===== config.mk =====
export PLATFORM = sky130hd
export DESIGN_NAME = fft_peak_tracker
export DESIGN_NICKNAME = d
export VERILOG_FILES = /design/src/rtl/fft_peak_tracker.sv
export SDC_FILE = /design/constraint.sdc
export NUM_CORES = 1
export LEC_CHECK = 0
export ABC_AREA = 1
export ABC_CLOCK_PERIOD_IN_PS = 1690
export CAP_MARGIN = 20
export CORE_ASPECT_RATIO = 0.5
export CORE_MARGIN = 8
export CORE_UTILIZATION = 48
export DETAILED_ROUTE_END_ITERATION = 16
export GPL_TIMING_DRIVEN = 0
export PLACE_DENSITY = 0.72
export RECOVER_POWER = 100
export SETUP_SLACK_MARGIN = 0.5
export SYNTH_ARGS = -nofsm -noshare
export SYNTH_HDL_FRONTEND = slang
export SYNTH_SLANG_ARGS = --single-unit

===== constraint.sdc =====
create_clock -name clk -period 1.69 [get_ports clk]
set_input_delay 0.2535 -clock clk [delete_from_list [all_inputs] [get_ports clk]]
set_output_delay 0.2535 -clock clk [all_outputs]
set_load 0.01 [all_outputs]

===== src/rtl/fft_peak_tracker.sv =====
// -----------------------------------------------------------------------------
// fft_peak_tracker
//
// Purpose:
//   Watches the FFT magnitude stream, one bin per valid beat. For each frame it
//   finds the strongest bin inside the pitch window [MIN_BIN, MAX_BIN]. It
//   compares that peak against THRESHOLD. It also tracks whether the peak has
//   stayed on the same note, within TOLERANCE bins, over consecutive frames.
//
// Configuration macro:
//   FFT_PEAK_STABILITY_EN
//     - defined:   the 4-bit stability counter drives note_stable/stable_bin.
//     - undefined: note_stable mirrors peak_present and stable_bin mirrors
//                  peak_bin. Both update together with peak_valid.
//
// Ports:
//   clk               in   system clock
//   reset             in   synchronous, active-high
//   magnitude_tdata   in   [23:0] bin magnitude (unsigned)
//   magnitude_tuser   in   [11:0] bin index 0..4095
//   magnitude_tlast   in   last bin of a frame
//   magnitude_tvalid  in   beat qualifier (no backpressure)
//   peak_bin          out  [9:0]  bin index of the frame peak
//   peak_mag          out  [23:0] magnitude of the frame peak
//   peak_valid        out  one-cycle pulse when peak outputs update
//   peak_present      out  last reported peak magnitude > THRESHOLD
//   note_stable       out  peak has held for STABLE_FRAMES frames
//   stable_bin        out  [9:0]  bin of the held note
//   frame_err         out  one-cycle pulse when a frame is aborted
//
// Latency: the tlast beat is sampled on edge N and EVAL runs during cycle
// N+1. The published values are staged on edge N+1 and become visible on the
// outputs after edge N+2.
// -----------------------------------------------------------------------------
module fft_peak_tracker #(
  parameter int unsigned MIN_BIN       = 4,
  parameter int unsigned MAX_BIN       = 511,
  parameter logic [23:0] THRESHOLD     = 24'h000400,
  parameter int unsigned STABLE_FRAMES = 3,
  parameter int unsigned TOLERANCE     = 1
) (
  input  logic        clk,
  input  logic        reset,
  input  logic [23:0] magnitude_tdata,
  input  logic [11:0] magnitude_tuser,
  input  logic        magnitude_tlast,
  input  logic        magnitude_tvalid,
  output logic [9:0]  peak_bin,
  output logic [23:0] peak_mag,
  output logic        peak_valid,
  output logic        peak_present,
  output logic        note_stable,
  output logic [9:0]  stable_bin,
  output logic        frame_err
);

  // Reject illegal configurations at elaboration time.
  if (MAX_BIN >= 1024 || MAX_BIN < MIN_BIN) begin : g_bad_window
    $error("fft_peak_tracker: MAX_BIN must be < 1024 and >= MIN_BIN");
  end
  if (STABLE_FRAMES < 1 || STABLE_FRAMES > 15) begin : g_bad_stable
    $error("fft_peak_tracker: STABLE_FRAMES must be in 1..15");
  end
  if (TOLERANCE > 1023) begin : g_bad_tol
    $error("fft_peak_tracker: TOLERANCE must be < 1024");
  end

  localparam logic [11:0] MIN_BIN_12 = 12'(MIN_BIN);
  localparam logic [11:0] MAX_BIN_12 = 12'(MAX_BIN);
  localparam logic [9:0]  MIN_BIN_10 = 10'(MIN_BIN);

  typedef enum logic [1:0] {
    WAIT_START = 2'd0,
    SCAN       = 2'd1,
    EVAL       = 2'd2
  } state_e;

  // Frame FSM and running maximum.
  state_e      state_q, state_d;
  logic [23:0] max_mag_q, max_mag_d;
  logic [9:0]  max_bin_q, max_bin_d;
  logic        frame_err_q, frame_err_d;

  // Beat classification.
  logic        beat_start_s;
  logic        beat_qual_s;
  logic        beat_gt_run_s;
  logic        beat_nonzero_s;
  logic        eval_s;

  // Evaluation results, computed from the snapshot during EVAL.
  logic        present_s;
  logic        stable_s;
  logic        load_s;

  // First pipeline stage after EVAL.
  logic        s1_valid_q;
  logic [9:0]  s1_bin_q;
  logic [23:0] s1_mag_q;
  logic        s1_present_q;
  logic        s1_stable_q;
  logic        s1_load_q;

  // Output registers.
  logic [9:0]  peak_bin_q;
  logic [23:0] peak_mag_q;
  logic        peak_valid_q;
  logic        peak_present_q;
  logic        note_stable_q;
  logic [9:0]  stable_bin_q;

  // Classify the incoming beat against the frame start marker and pitch window.
  always_comb begin
    beat_start_s   = magnitude_tvalid && (magnitude_tuser == 12'd0);
    beat_qual_s    = magnitude_tvalid &&
                     (magnitude_tuser >= MIN_BIN_12) &&
                     (magnitude_tuser <= MAX_BIN_12);
    beat_gt_run_s  = beat_qual_s && (magnitude_tdata > max_mag_q);
    // A new frame starts from magnitude 0, so any non-zero qualifying beat wins.
    beat_nonzero_s = beat_qual_s && (magnitude_tdata != 24'd0);
  end

  // Frame FSM next-state, running-max update and abort detection.
  always_comb begin
    state_d     = state_q;
    max_mag_d   = max_mag_q;
    max_bin_d   = max_bin_q;
    frame_err_d = 1'b0;
    eval_s      = 1'b0;
    case (state_q)
      WAIT_START: begin
        if (beat_start_s) begin
          max_mag_d = beat_nonzero_s ? magnitude_tdata : 24'd0;
          max_bin_d = beat_nonzero_s ? magnitude_tuser[9:0] : MIN_BIN_10;
          state_d   = magnitude_tlast ? EVAL : SCAN;
        end else begin
          state_d = WAIT_START;
        end
      end
      SCAN: begin
        if (magnitude_tvalid && magnitude_tlast) begin
          // The tlast beat joins the comparison before the snapshot.
          if (beat_gt_run_s) begin
            max_mag_d = magnitude_tdata;
            max_bin_d = magnitude_tuser[9:0];
          end else begin
            max_mag_d = max_mag_q;
          end
          state_d = EVAL;
        end else if (beat_start_s) begin
          // Bin 0 reappeared without tlast: abort and rescan from this beat.
          frame_err_d = 1'b1;
          max_mag_d   = beat_nonzero_s ? magnitude_tdata : 24'd0;
          max_bin_d   = beat_nonzero_s ? magnitude_tuser[9:0] : MIN_BIN_10;
          state_d     = SCAN;
        end else if (beat_gt_run_s) begin
          max_mag_d = magnitude_tdata;
          max_bin_d = magnitude_tuser[9:0];
        end else begin
          state_d = SCAN;
        end
      end
      EVAL: begin
        eval_s = 1'b1;
        // A back-to-back frame may begin in the same cycle as the publish.
        if (beat_start_s) begin
          max_mag_d = beat_nonzero_s ? magnitude_tdata : 24'd0;
          max_bin_d = beat_nonzero_s ? magnitude_tuser[9:0] : MIN_BIN_10;
          state_d   = magnitude_tlast ? EVAL : SCAN;
        end else begin
          state_d = WAIT_START;
        end
      end
      default: begin
        state_d = WAIT_START;
      end
    endcase
  end

  // Register the FSM, the running maximum and the abort pulse.
  always_ff @(posedge clk) begin
    if (reset) begin
      state_q     <= WAIT_START;
      max_mag_q   <= 24'd0;
      max_bin_q   <= MIN_BIN_10;
      frame_err_q <= 1'b0;
    end else begin
      state_q     <= state_d;
      max_mag_q   <= max_mag_d;
      max_bin_q   <= max_bin_d;
      frame_err_q <= frame_err_d;
    end
  end

  // Compare the snapshot against the noise threshold.
  always_comb begin
    present_s = (max_mag_q > THRESHOLD);
  end

`ifdef FFT_PEAK_STABILITY_EN
  logic [3:0]         cnt_q, cnt_d;
  logic [9:0]         prev_bin_q;
  logic               prev_present_q;
  logic signed [10:0] diff_s;
  logic [10:0]        abs_diff_s;
  logic               near_s;

  // Compute the bin distance from the previous frame and the next count.
  always_comb begin
    diff_s     = $signed({1'b0, max_bin_q}) - $signed({1'b0, prev_bin_q});
    abs_diff_s = diff_s[10] ? $unsigned(11'sd0 - diff_s) : $unsigned(diff_s);
    near_s     = (abs_diff_s <= 11'(TOLERANCE));
    if (present_s && near_s && prev_present_q) begin
      cnt_d = (cnt_q < 4'(STABLE_FRAMES)) ? (cnt_q + 4'd1) : cnt_q;
    end else if (present_s) begin
      cnt_d = 4'd1;
    end else begin
      cnt_d = 4'd0;
    end
    stable_s = (cnt_d >= 4'(STABLE_FRAMES));
    load_s   = stable_s;
  end

  // Update the stability counter and the previous-frame memory on each EVAL.
  always_ff @(posedge clk) begin
    if (reset) begin
      cnt_q          <= 4'd0;
      prev_bin_q     <= 10'd0;
      prev_present_q <= 1'b0;
    end else if (eval_s) begin
      cnt_q          <= cnt_d;
      prev_bin_q     <= max_bin_q;
      prev_present_q <= present_s;
    end else begin
      cnt_q          <= cnt_q;
      prev_bin_q     <= prev_bin_q;
      prev_present_q <= prev_present_q;
    end
  end
`else
  // Without the counter, note status simply follows the current peak.
  always_comb begin
    stable_s = present_s;
    load_s   = 1'b1;
  end
`endif

  // Stage the EVAL results one cycle ahead of the outputs.
  always_ff @(posedge clk) begin
    if (reset) begin
      s1_valid_q   <= 1'b0;
      s1_bin_q     <= 10'd0;
      s1_mag_q     <= 24'd0;
      s1_present_q <= 1'b0;
      s1_stable_q  <= 1'b0;
      s1_load_q    <= 1'b0;
    end else begin
      s1_valid_q <= eval_s;
      if (eval_s) begin
        s1_bin_q     <= max_bin_q;
        s1_mag_q     <= max_mag_q;
        s1_present_q <= present_s;
        s1_stable_q  <= stable_s;
        s1_load_q    <= load_s;
      end
    end
  end

  // Publish the staged results and hold them until the next frame.
  always_ff @(posedge clk) begin
    if (reset) begin
      peak_bin_q     <= 10'd0;
      peak_mag_q     <= 24'd0;
      peak_valid_q   <= 1'b0;
      peak_present_q <= 1'b0;
      note_stable_q  <= 1'b0;
      stable_bin_q   <= 10'd0;
    end else begin
      peak_valid_q <= s1_valid_q;
      if (s1_valid_q) begin
        peak_bin_q     <= s1_bin_q;
        peak_mag_q     <= s1_mag_q;
        peak_present_q <= s1_present_q;
        note_stable_q  <= s1_stable_q;
        if (s1_load_q) begin
          stable_bin_q <= s1_bin_q;
        end
      end
    end
  end

  assign peak_bin     = peak_bin_q;
  assign peak_mag     = peak_mag_q;
  assign peak_valid   = peak_valid_q;
  assign peak_present = peak_present_q;
  assign note_stable  = note_stable_q;
  assign stable_bin   = stable_bin_q;
  assign frame_err    = frame_err_q;

endmodule


Yosys cells after proc, flatten, opt, wreduce, memory -nomap -nowiden
Cells that the tools add are included.

Add/subtract/negate cells: 0. $mul: 0. Divide/modulo/power cells: 0. Magnitude comparators: 4. Equality and inequality tests: 4. Shift operators: 0. Muxes and demuxes: 20. Bitwise gates (word level): 1. Reduce and logical (&&, ||, !) cells: 14.

Operator list (count): $mux 24 (5); $mux 10 (5); $pmux 24 s2 (1); $gt 24x11->1 const B (1); $gt 24x24->1 (1); $reduce_bool 24->1 (1); $pmux 10 s2 (1); $ge 12x3->1 const B (1); $le 12x9->1 const B (1); $logic_not 12->1 (1); $mux 2 (5); $logic_and 1x1->1 (6); $ne 4x4->1 const B (1); $pmux 2 s2 (1); $reduce_and 2->1 (2); $reduce_or 3->1 (1); $eq 2x1->1 const B (1); $eq 2x2->1 const B (1); $logic_not 2->1 (1); $mux 1 (2); $ne 2x1->1 const B (1); $reduce_bool 2->1 (1); $reduce_or 2->1 (1); $not 1->1 (1).

Register bits: 120. Latch bits: 0. RAM bits: 0. ROM bits: 0. Output and inout bits: 48. Word-level logic and storage cells: 57. Memories: 0.

Longest topological paths before layout
Gate-level depths: netlist of the first run.

Depth in word-level cells: 8. Gate-level depth with buffers: 18. Mapped depth without buffers: 16.

Worst setup path after synthesis of the first run
Ideal clock, no wire load.

Path type: register to register. From: reg max_mag_q[23]. To: reg max_mag_q[12]. Data arrival time: 1.740 ns. Data required time: 1.577 ns. Slack: -0.164 ns. Stages on the path, launching flop included: 16. Clock period less this slack: 1.854 ns. Path through: dfxtp_1 -> inv_1 -> ha_1 -> nand2_1 -> nor2_1 -> nand3_1 -> nor2_1 -> nand2_1 -> nand3_1 -> nand2_2 -> nand2_4 -> buf_12 -> buf_8 -> nand3_2 -> nand2_1 -> nor2_2.

Longest elaborated chain between the ends: 6.

Ends and longest elaborated chain: start, declared (line 80) `logic [23:0] max_mag_q, max_mag_d;`; start signal, assigned (line 189) `max_mag_q <= max_mag_d;`; $gt 24x24->1 (*) (line 118) `beat_gt_run_s = beat_qual_s && (magnitude_tdata > max_mag_q);`; $logic_and 1x1->1 (*) (line 118); $mux 24 (*); $mux 24; $mux 24 (*); $pmux 24 s2 (*).

Every way passes the cells marked *; elsewhere a longest branch is shown, timed or not. A chain may end at the register's enable or synchronous reset.

Worst setup path in the final report of the first run
From: in magnitude_tdata[15]. To: reg max_bin_q[2].

Longest elaborated chain between the ends: 6. Elaborated cells on any way between the ends: 10. Those cells by class: order compare: 1; mux: 6; reduce/logical: 3.

Ends and longest elaborated chain: start, declared (line 44) `input logic [23:0] magnitude_tdata,`; $gt 24x24->1 / $reduce_bool 24->1 (equally long branches) (line 118, 120); $logic_and 1x1->1, on equally long branches (line 118, 120); $mux 10, on equally long branches; $mux 10 (line 150) `end else if (beat_start_s) begin`; $mux 10 (line 141) `if (magnitude_tvalid && magnitude_tlast) begin`; $pmux 10 s2 (*) (line 130) `case (state_q)`; end signal, assigned (line 190) `max_bin_q <= max_bin_d;`; end, declared (line 81) `logic [9:0] max_bin_q, max_bin_d;`.

Every way passes the cells marked *; elsewhere a longest branch is shown, timed or not. The select of a mux whose other input is x is not followed.

==> results.md, run 1 <==
* Synth Net Count at 803
* Vias in the first global route at between 5000 and 6000
* Switch share at roughly a quarter
* Initial antenna violation count at 0
* Core Footprint at around 0.011 mm^2
* Placed cells at 970
* Via density at between 5 and 6
* NumNets Final at about 960
* Setup violations, final at between 60 and 70
* Total Wirelength at ~20 mm
* Worst-Margin Slew at a little under 0.7 ns
* Clock Path Buffers at 2
* Final GP Congestion at about 0.9
* Total track usage at a little under a quarter
* Die Wd at approximately 170 um
* Hold WC Path Type: in2reg
* Clock sinks at 120
* Clock power share at a little over half
* Pre-CTS WS at -0.722 ns
* Non-filler cells, final at between 1000 and 1500
* Yosys reg bits at 120
* Switching power of the nets at 0.00172 W
* Area growth syn-to-layout at 50.3%
* Slowest stage cell, crit path: clkdlybuf4s50_1
* DR pass1 iterations at 5
* Data arrival, critical path at 2.36 ns
* Worst clock skew at 0.00682 ns
* Avg Cell Area, Syn at between 7 and 8 um^2
* Final worst setup slack at -0.402 ns
* Area of the die at 0.0153 mm^2
* First-pass GRT wire length at between 20 and 30 mm
* Syn. warnings at 0
* Seq/Total Area, Yosys at a little over two fifths
* Final hold violations at 0
* Setup_tns at -13.17 ns
* Post-Syn Instances at between 700 and 800
* Family with the most delay on the worst path: buffers and inverters
* Hold-fix buffers at CTS at 0
* Leak pwr at around 3.3 nW
* Tcrit/Tclk final at 124%
* CTS tree: built
* DRC Markers at 0
* Max-slew headroom at a little over half
* Failing checks: negative setup slack
* Vias at ~6000
* Max-cap violations at 0
* Netlist cell types at 31
* Pwr dens at between 800 and 900 mW/mm^2
* Grt ovf at 0
* Type of the worst setup path: in2reg
* H-tree lvl count at 4
* Die Y at roughly 91 um
* CTS buffer count at 17
* Largest net degree at the start of global routing at 17
* Fill count at just under 800
* Worst-path fanout max at 4
* Post-DRT Antenna Nets at 0
* Clk slew on worst S/H paths at around 0.06 ns
* IO buf count at between 80 and 90
* Clock latency on the worst-skew pair at roughly 0.42 ns
* Worst setup SP type: input pin
* Status: finished, violations left
* Initial core utilization at roughly half
* I/O Pins at 88
* Worst setup EP type: flip-flop
* Internal power at 0.00508 W
* Average wire per standard cell at between 15 and 20 um
* Antenna diodes at 0
* Slowest stage delay, CP at between 0.5 and 0.6 ns
* Clock root buffer: clkbuf_16
* Logic pwr share at 5.8%
* Max VDD drop at roughly 0.6 mV
* Synthesized area at ~0.0055 mm^2
* Fmax at 478 MHz
* Slew Viols, Final at 0
* DP Wirelength at ~11 mm
* Sequential share of power at around two fifths
* Crit path buffers/inverters at 4
* RSZ-0062 raised after global routing: true
* Critical path required time at between 1.5 and 2 ns
* Crit-path cells: clkdlybuf4s50_1 -> ha_4 -> nand2_4 -> nor2_4 -> buf_4 -> nand2_1 -> nand2_1 -> nand2_1 -> nand3_2 -> nand2_2 -> nand2_4 -> buf_12 -> buf_16 -> nand2_4 -> nand2_2 -> nand3_2
* Initial DRC count at approximately 620
* Layout cell share with drive strength beyond 1 at a little over a third
* Power, Total at 0.00680 W
* # rows at 27
* Fin crit period at approximately 2.1 ns
[worst reg2reg max path, cell delays in order, from the launching register on]
cell,delay [ns]
dfxtp_2,0.34
inv_2,0.06
ha_4,0.27
nand2_4,0.06
nor2_4,0.14
buf_4,0.13
nand2_1,0.06
nand2_1,0.09
nand2_1,0.07
nand3_2,0.07
nand2_2,0.06
nand2_4,0.10
buf_12,0.14
buf_16,0.12
nand2_4,0.05
nand2_2,0.10
nand3_2,0.09
[path summary, 6_finish.rpt]
| check | end | startpoint | cells after the start | slack [ns] |
|---|---|---|---|---|
| worst max-delay path | max_bin_q[2] | magnitude_tdata[15] | 16 | -0.40 |
| worst min-delay path | peak_bin[3] | reset | 2 | 0.17 |
| worst max register to register | max_bin_q[2] | max_mag_q[15] | 16 | -0.40 |
| worst min register to register | peak_bin[4] | peak_bin[4] | 2 | 0.46 |
[repair_timing]
item | CTS | global route
gates resized for setup | 319 | 189
endpoints found under the hold margin | 0 | 0
pin swaps | 17 | 43
setup endpoints to repair | 166 | 116
setup buffers | 23 | 17
cloned | 2 | 7
[power by group through the flow]
stage	combinational [W]	sequential, W	clock (W)
after global routing	0.000426	0.00282	0.00374
after CTS	0.000339	0.00282	0.00355
final	0.000396	0.00282	0.00358
after floorplan	0.000161	0.00289	0
after detailed placement	0.000332	0.00289	0
after global placement	0.000326	0.00289	0
[flip-flops by register name, indices dropped and copies added (netlist names)]
register / flops
s1_valid_q: 1
stable_bin: 10
peak_valid: 1
peak_bin: 10
s1_mag_q: 24
s1_stable_q: 1
peak_mag: 24
max_mag_q: 24
s1_bin_q: 10
frame_err: 1
note_stable: 1
s1_load_q: 1
state_q: 2
max_bin_q: 10
[cell usage after synthesis, drive strengths merged]
library cell  number  area share (%)
buf               19             2.8
clkbuf            27             1.9
nand2            131             9.2
a21oi             77             8.3
clkinv             2            0.14
o41ai              1            0.16
nor4               3            0.34
nor3               5            0.55
nor2             159              11
o21ai             76             7.2
dfxtp            120              44
ha                24             5.5
nand4              5            0.57
nand3             39             4.6
inv               48             3.3
a2111oi            1            0.27
a21o               2            0.27
[metrics by stage]
stage | hold WS (ns) | cell area (um^2) | utilization, %
3_5_place_dp | 0.430 | 6640 | 60.1
3_3_place_gp | 0.427 | 6640 | 60.1
6_report | 0.171 | 8220 | 74.4
2_1_floorplan | 0.417 | 5590 | -
5_1_grt | 0.179 | 8220 | 74.4
4_1_cts | 0.147 | 7470 | 67.6
[logic make-up after synthesis]
logic type	after synthesis	synth area share (%)
adders and majority gates	24	5.49
AOI/OAI and AO/OA	157	16.2
DFF	120	43.9
and+or+nand+nor	342	26.3
buffers and inverters	96	8.12
[per-layer routing]
metal  GRT usage (%)  wire length (um)  share of wire (%)
met4            10.4               797                3.9
met5               0                 0                  0
met2            36.3              9490                 46
met3            5.31              1780                8.7
met1            28.3              8360                 41
[final cells by class]
class | count | area, um^2 | share of cell area, %
clock buffer | 18 | 439 | 5.34
timing repair inverter | 1 | 5.00 | 0.0609
clock inverter | 14 | 136 | 1.66
sequential | 120 | 2450 | 29.8
buffer | 46 | 403 | 4.90
inverter | 50 | 209 | 2.54
multi-input combinational | 523 | 3280 | 39.9
tap | 145 | 181 | 2.21
timing repair buffer | 134 | 1120 | 13.7
[cell usage in the layout, fill, tap and decap left out, drive strengths merged]
master and n:
clkbuf 89, dfxtp 120, nor3 5, nand4 5
a2111oi 1, dlygate4sd2 1, nand3 39, a21oi 77
clkinv 2, nand2 131, buf 75, clkinvlp 7
a21o 2, clkdlybuf4s15 7, inv 55, ha 24
o41ai 1, dlymetal6s2s 1, nor4 3, bufinv 1
bufbuf 1, nor2 159, clkdlybuf4s50 23, clkdlybuf4s25 1
o21ai 76
(Power assumes the default switching activity.)
==> inputs of run 2 (changes only) <==
--- a/config.mk
+++ b/config.mk
@@ -10,10 +10,10 @@
 export CAP_MARGIN = 20
 export CORE_ASPECT_RATIO = 0.5
 export CORE_MARGIN = 8
-export CORE_UTILIZATION = 48
+export CORE_UTILIZATION = 31
 export DETAILED_ROUTE_END_ITERATION = 16
 export GPL_TIMING_DRIVEN = 0
-export PLACE_DENSITY = 0.72
+export PLACE_DENSITY = 0.49
 export RECOVER_POWER = 100
 export SETUP_SLACK_MARGIN = 0.5
 export SYNTH_ARGS = -nofsm -noshare
==> run 2 against run 1 <==
Net effect: the run still ends with negative setup slack left; fmax rose by 4.4%; clock power rose by 6.4%; non-clock buffer count fell by 2; sequential power barely moved; largest power group unchanged.
==> results.md, run 2 (synthesis gave the netlist of run 1 again) <==
* DR pass1 iterations at 4 (-1)
* DP Wirelength at 12.8 mm (+13%)
* Pwr dens at 854 mW/mm^2 (+3.2%)
* Power, Total at 0.00702 W (+3.2%)
* Die Wd at 204 um (+22%)
* Average wire per standard cell at 16.5 um (-15%)
* CTS tree: built
* Setup slack, reg-to-reg at -0.31 ns (+0.09 ns)
* Die Y at 110 um (+20%)
* Worst hold stages at 2 (unchanged)
* Failing checks: negative setup slack
* CP endpoint: max_mag_q[7]
* Clock root buffer: clkbuf_16
* Total Wirelength at 18.7 mm (-8.2%)
* Critical Path Source: max_mag_q[15]
* Family with the most delay on the worst path: simple AND/OR/NAND/NOR gates
* Final GP Congestion at 0.820 (-8.7%)
* Tcrit/Tclk final at 119% (-5.3 points)
* Slowest stage delay, CP at 0.35 ns (-0.16 ns)
* Initial DRC count at 216 (-65%)
* Worst-Margin Slew at 0.658 ns (-0.0357 ns)
* Logic pwr share at 5.5% (-0.3 points)
* Area growth syn-to-layout at 50.2% (about the same)
* Critical path required time at 2.04 ns (+0.08 ns)
* Worst-path fanout max at 8 (+4)
* Setup violations, final at 35 (-49%)
* Max-cap violations at 0 (unchanged)
* Layout cell share with drive strength beyond 1 at 34.2% (-0.92 points)
* Via density at 4.66 (-18%)
* Core Footprint at 0.0173 mm^2 (+57%)
* Worst setup SP type: flip-flop
* Hold WC Path Type: in2reg
* Setup_tns at -8.26 ns (+4.91 ns)
* Reg2Reg Depth at 15 (-1)
* Max VDD drop at 0.732 mV (+19%)
* Type of the worst setup path: reg2reg
* Final worst setup slack at -0.313 ns (+0.0891 ns)
* Stages on worst setup path at 15 (-1)
* Antenna diodes at 0 (unchanged)
* NumNets Final at 955 (-0.21%)
* Worst clock skew at 0.0145 ns (+0.00768 ns)
* Switching power of the nets at 0.00161 W (-6.0%)
* Final hold violations at 0 (unchanged)
* Sequential share of power at 40.2% (-1.3 points)
* Total track usage at 16.0% (-6.5 points)
* # rows at 34 (+26%)
* Slew Viols, Final at 0 (unchanged)
* Fmax at 499 MHz (+4.4%)
* Clock latency on the worst-skew pair at 0.41 ns (about the same)
* Data arrival, critical path at 2.35 ns (about the same)
* Fill count at 1725 (+120%)
* DRC Markers at 0 (unchanged)
* Initial antenna violation count at 0 (unchanged)
* Leak pwr at 3.32 nW (+0.50%)
* Vias at 5300 (-11%)
* Grt ovf at 0 (unchanged)
* Placement Cell Area at 0.00675 mm^2 (+1.7%)
* Clk slew on worst S/H paths at 0.06 ns (about the same)
* Largest net degree at the start of global routing at 17 (unchanged)
* H-tree lvl count at 4 (unchanged)
* Initial core utilization at 31.6% (-18 points)
* Post-DRT Antenna Nets at 0 (unchanged)
* Max-slew headroom at 56.1% (+2.4 points)
* Crit path buffers/inverters at 4 (unchanged)
* First-pass GRT wire length at 28.1 mm (+0.95%)
* Hold-fix buffers at CTS at 0 (unchanged)
* Reg-to-reg critical path startpoint: max_mag_q[15]
* Design Area, Final at 0.00822 mm^2 (about the same)
* CTS buffer count at 17 (unchanged)
* Status: finished, violations left
* Worst setup EP type: flip-flop
* Clock sinks at 120 (unchanged)
* IO buf count at 86 (unchanged)
* FF-to-FF End: max_mag_q[7]
* Pre-CTS WS at -0.747 ns (-0.0250 ns)
* Commonest non-fill, non-tap cells in the layout: nor2_1, nand2_1, dfxtp_1, clkbuf_1, a21oi_2
* Most common cell after layout, fill and taps aside: nor2_1
* Clock power share at 54.3% (+1.6 points)
* Vias in the first global route at 5106 (-6.2%)
* Fin crit period at 2.00 ns (-0.0891 ns)
* RSZ-0062 raised after global routing: true
* Switch share at 23.0% (-2.3 points)
* Area of the die at 0.0224 mm^2 (+47%)
* Internal power at 0.00540 W (+6.3%)
* Crit-path cells: inv_4 -> ha_4 -> nand2_4 -> nor2_4 -> nand2_1 -> nor3_2 -> a21oi_1 -> nand2_2 -> nand2_4 -> buf_12 -> buf_12 -> buf_16 -> nand3_2 -> nand2_1 -> nor2_1
* Clock Path Buffers at 2 (unchanged)
* I/O Pins at 88 (unchanged)
* Slowest stage cell, crit path: dfxtp_2
run 2: how the worst min path moves through the flow:
stage	from	end	slack, ns
after global routing	reset	peak_bin[9]	0.21
after floorplan	max_bin_q[9]	max_bin_q[9]	0.42
after global placement	max_bin_q[9]	max_bin_q[9]	0.43
after detailed placement	max_bin_q[9]	max_bin_q[9]	0.45
final	reset	peak_bin[3]	0.18
after CTS	reset	peak_bin[1]	0.16
run 2: area by class of cell:
cell class                      count  area [um^2]  area share (%)
Buffer                             46          365            4.45
Clock buffer                       20          457            5.56
Clock inverter                     12          165            2.01
Inverter                           50          204            2.48
Multi-Input combinational cell    523         3260            39.6
Sequential cell                   120         2450            29.8
Tap cell                          234          293            3.56
Timing Repair Buffer              132         1020            12.4
Timing Repair inverter              1         5.00          0.0609
run 2: timing repair:
item,CTS,global route
gates cloned,1,6
endpoints found under the setup margin,167,110
buffers inserted,22,18
pin swaps,24,47
gates resized for setup,296,189
run 2: through the flow:
| stage | hold slack (ns) | utilization [%] | std cells |
|---|---|---|---|
| global placement | 0.425 | 39.0 | 1059 |
| floorplan | 0.417 | - | 739 |
| detailed placement | 0.450 | 39.0 | 1059 |
| finish | 0.182 | 47.5 | 1138 |
| global route | 0.214 | 47.5 | 1138 |
| CTS | 0.158 | 44.3 | 1114 |
run 2: power by group through the flow:
stage          Combinational (W)  Clock (W)  Sequential (W)
3_3_place_gp            0.000336          0         0.00289
2_1_floorplan           0.000161          0         0.00289
5_1_grt                 0.000431    0.00400         0.00282
6_report                0.000386    0.00381         0.00282
3_5_place_dp            0.000340          0         0.00289
4_1_cts                 0.000357    0.00387         0.00282
run 2: worst register-to-register path, cell delays in order, from the launching register on:
cell and delay [ns]:
dfxtp_2 0.35, inv_4 0.05, ha_4 0.27, nand2_4 0.06
nor2_4 0.13, nand2_1 0.08, nor3_2 0.16, a21oi_1 0.10
nand2_2 0.10, nand2_4 0.06, buf_12 0.15, buf_12 0.13
buf_16 0.13, nand3_2 0.05, nand2_1 0.05, nor2_1 0.10
run 2: routing by layer:
metal	up-vias	global-route usage (%)	share of wire [%]
met2	102	24.5	44
li1	2719	-	-
met5	-	0	0
met1	2467	22.5	50
met4	0	4.32	0.84
met3	12	3.56	4.9
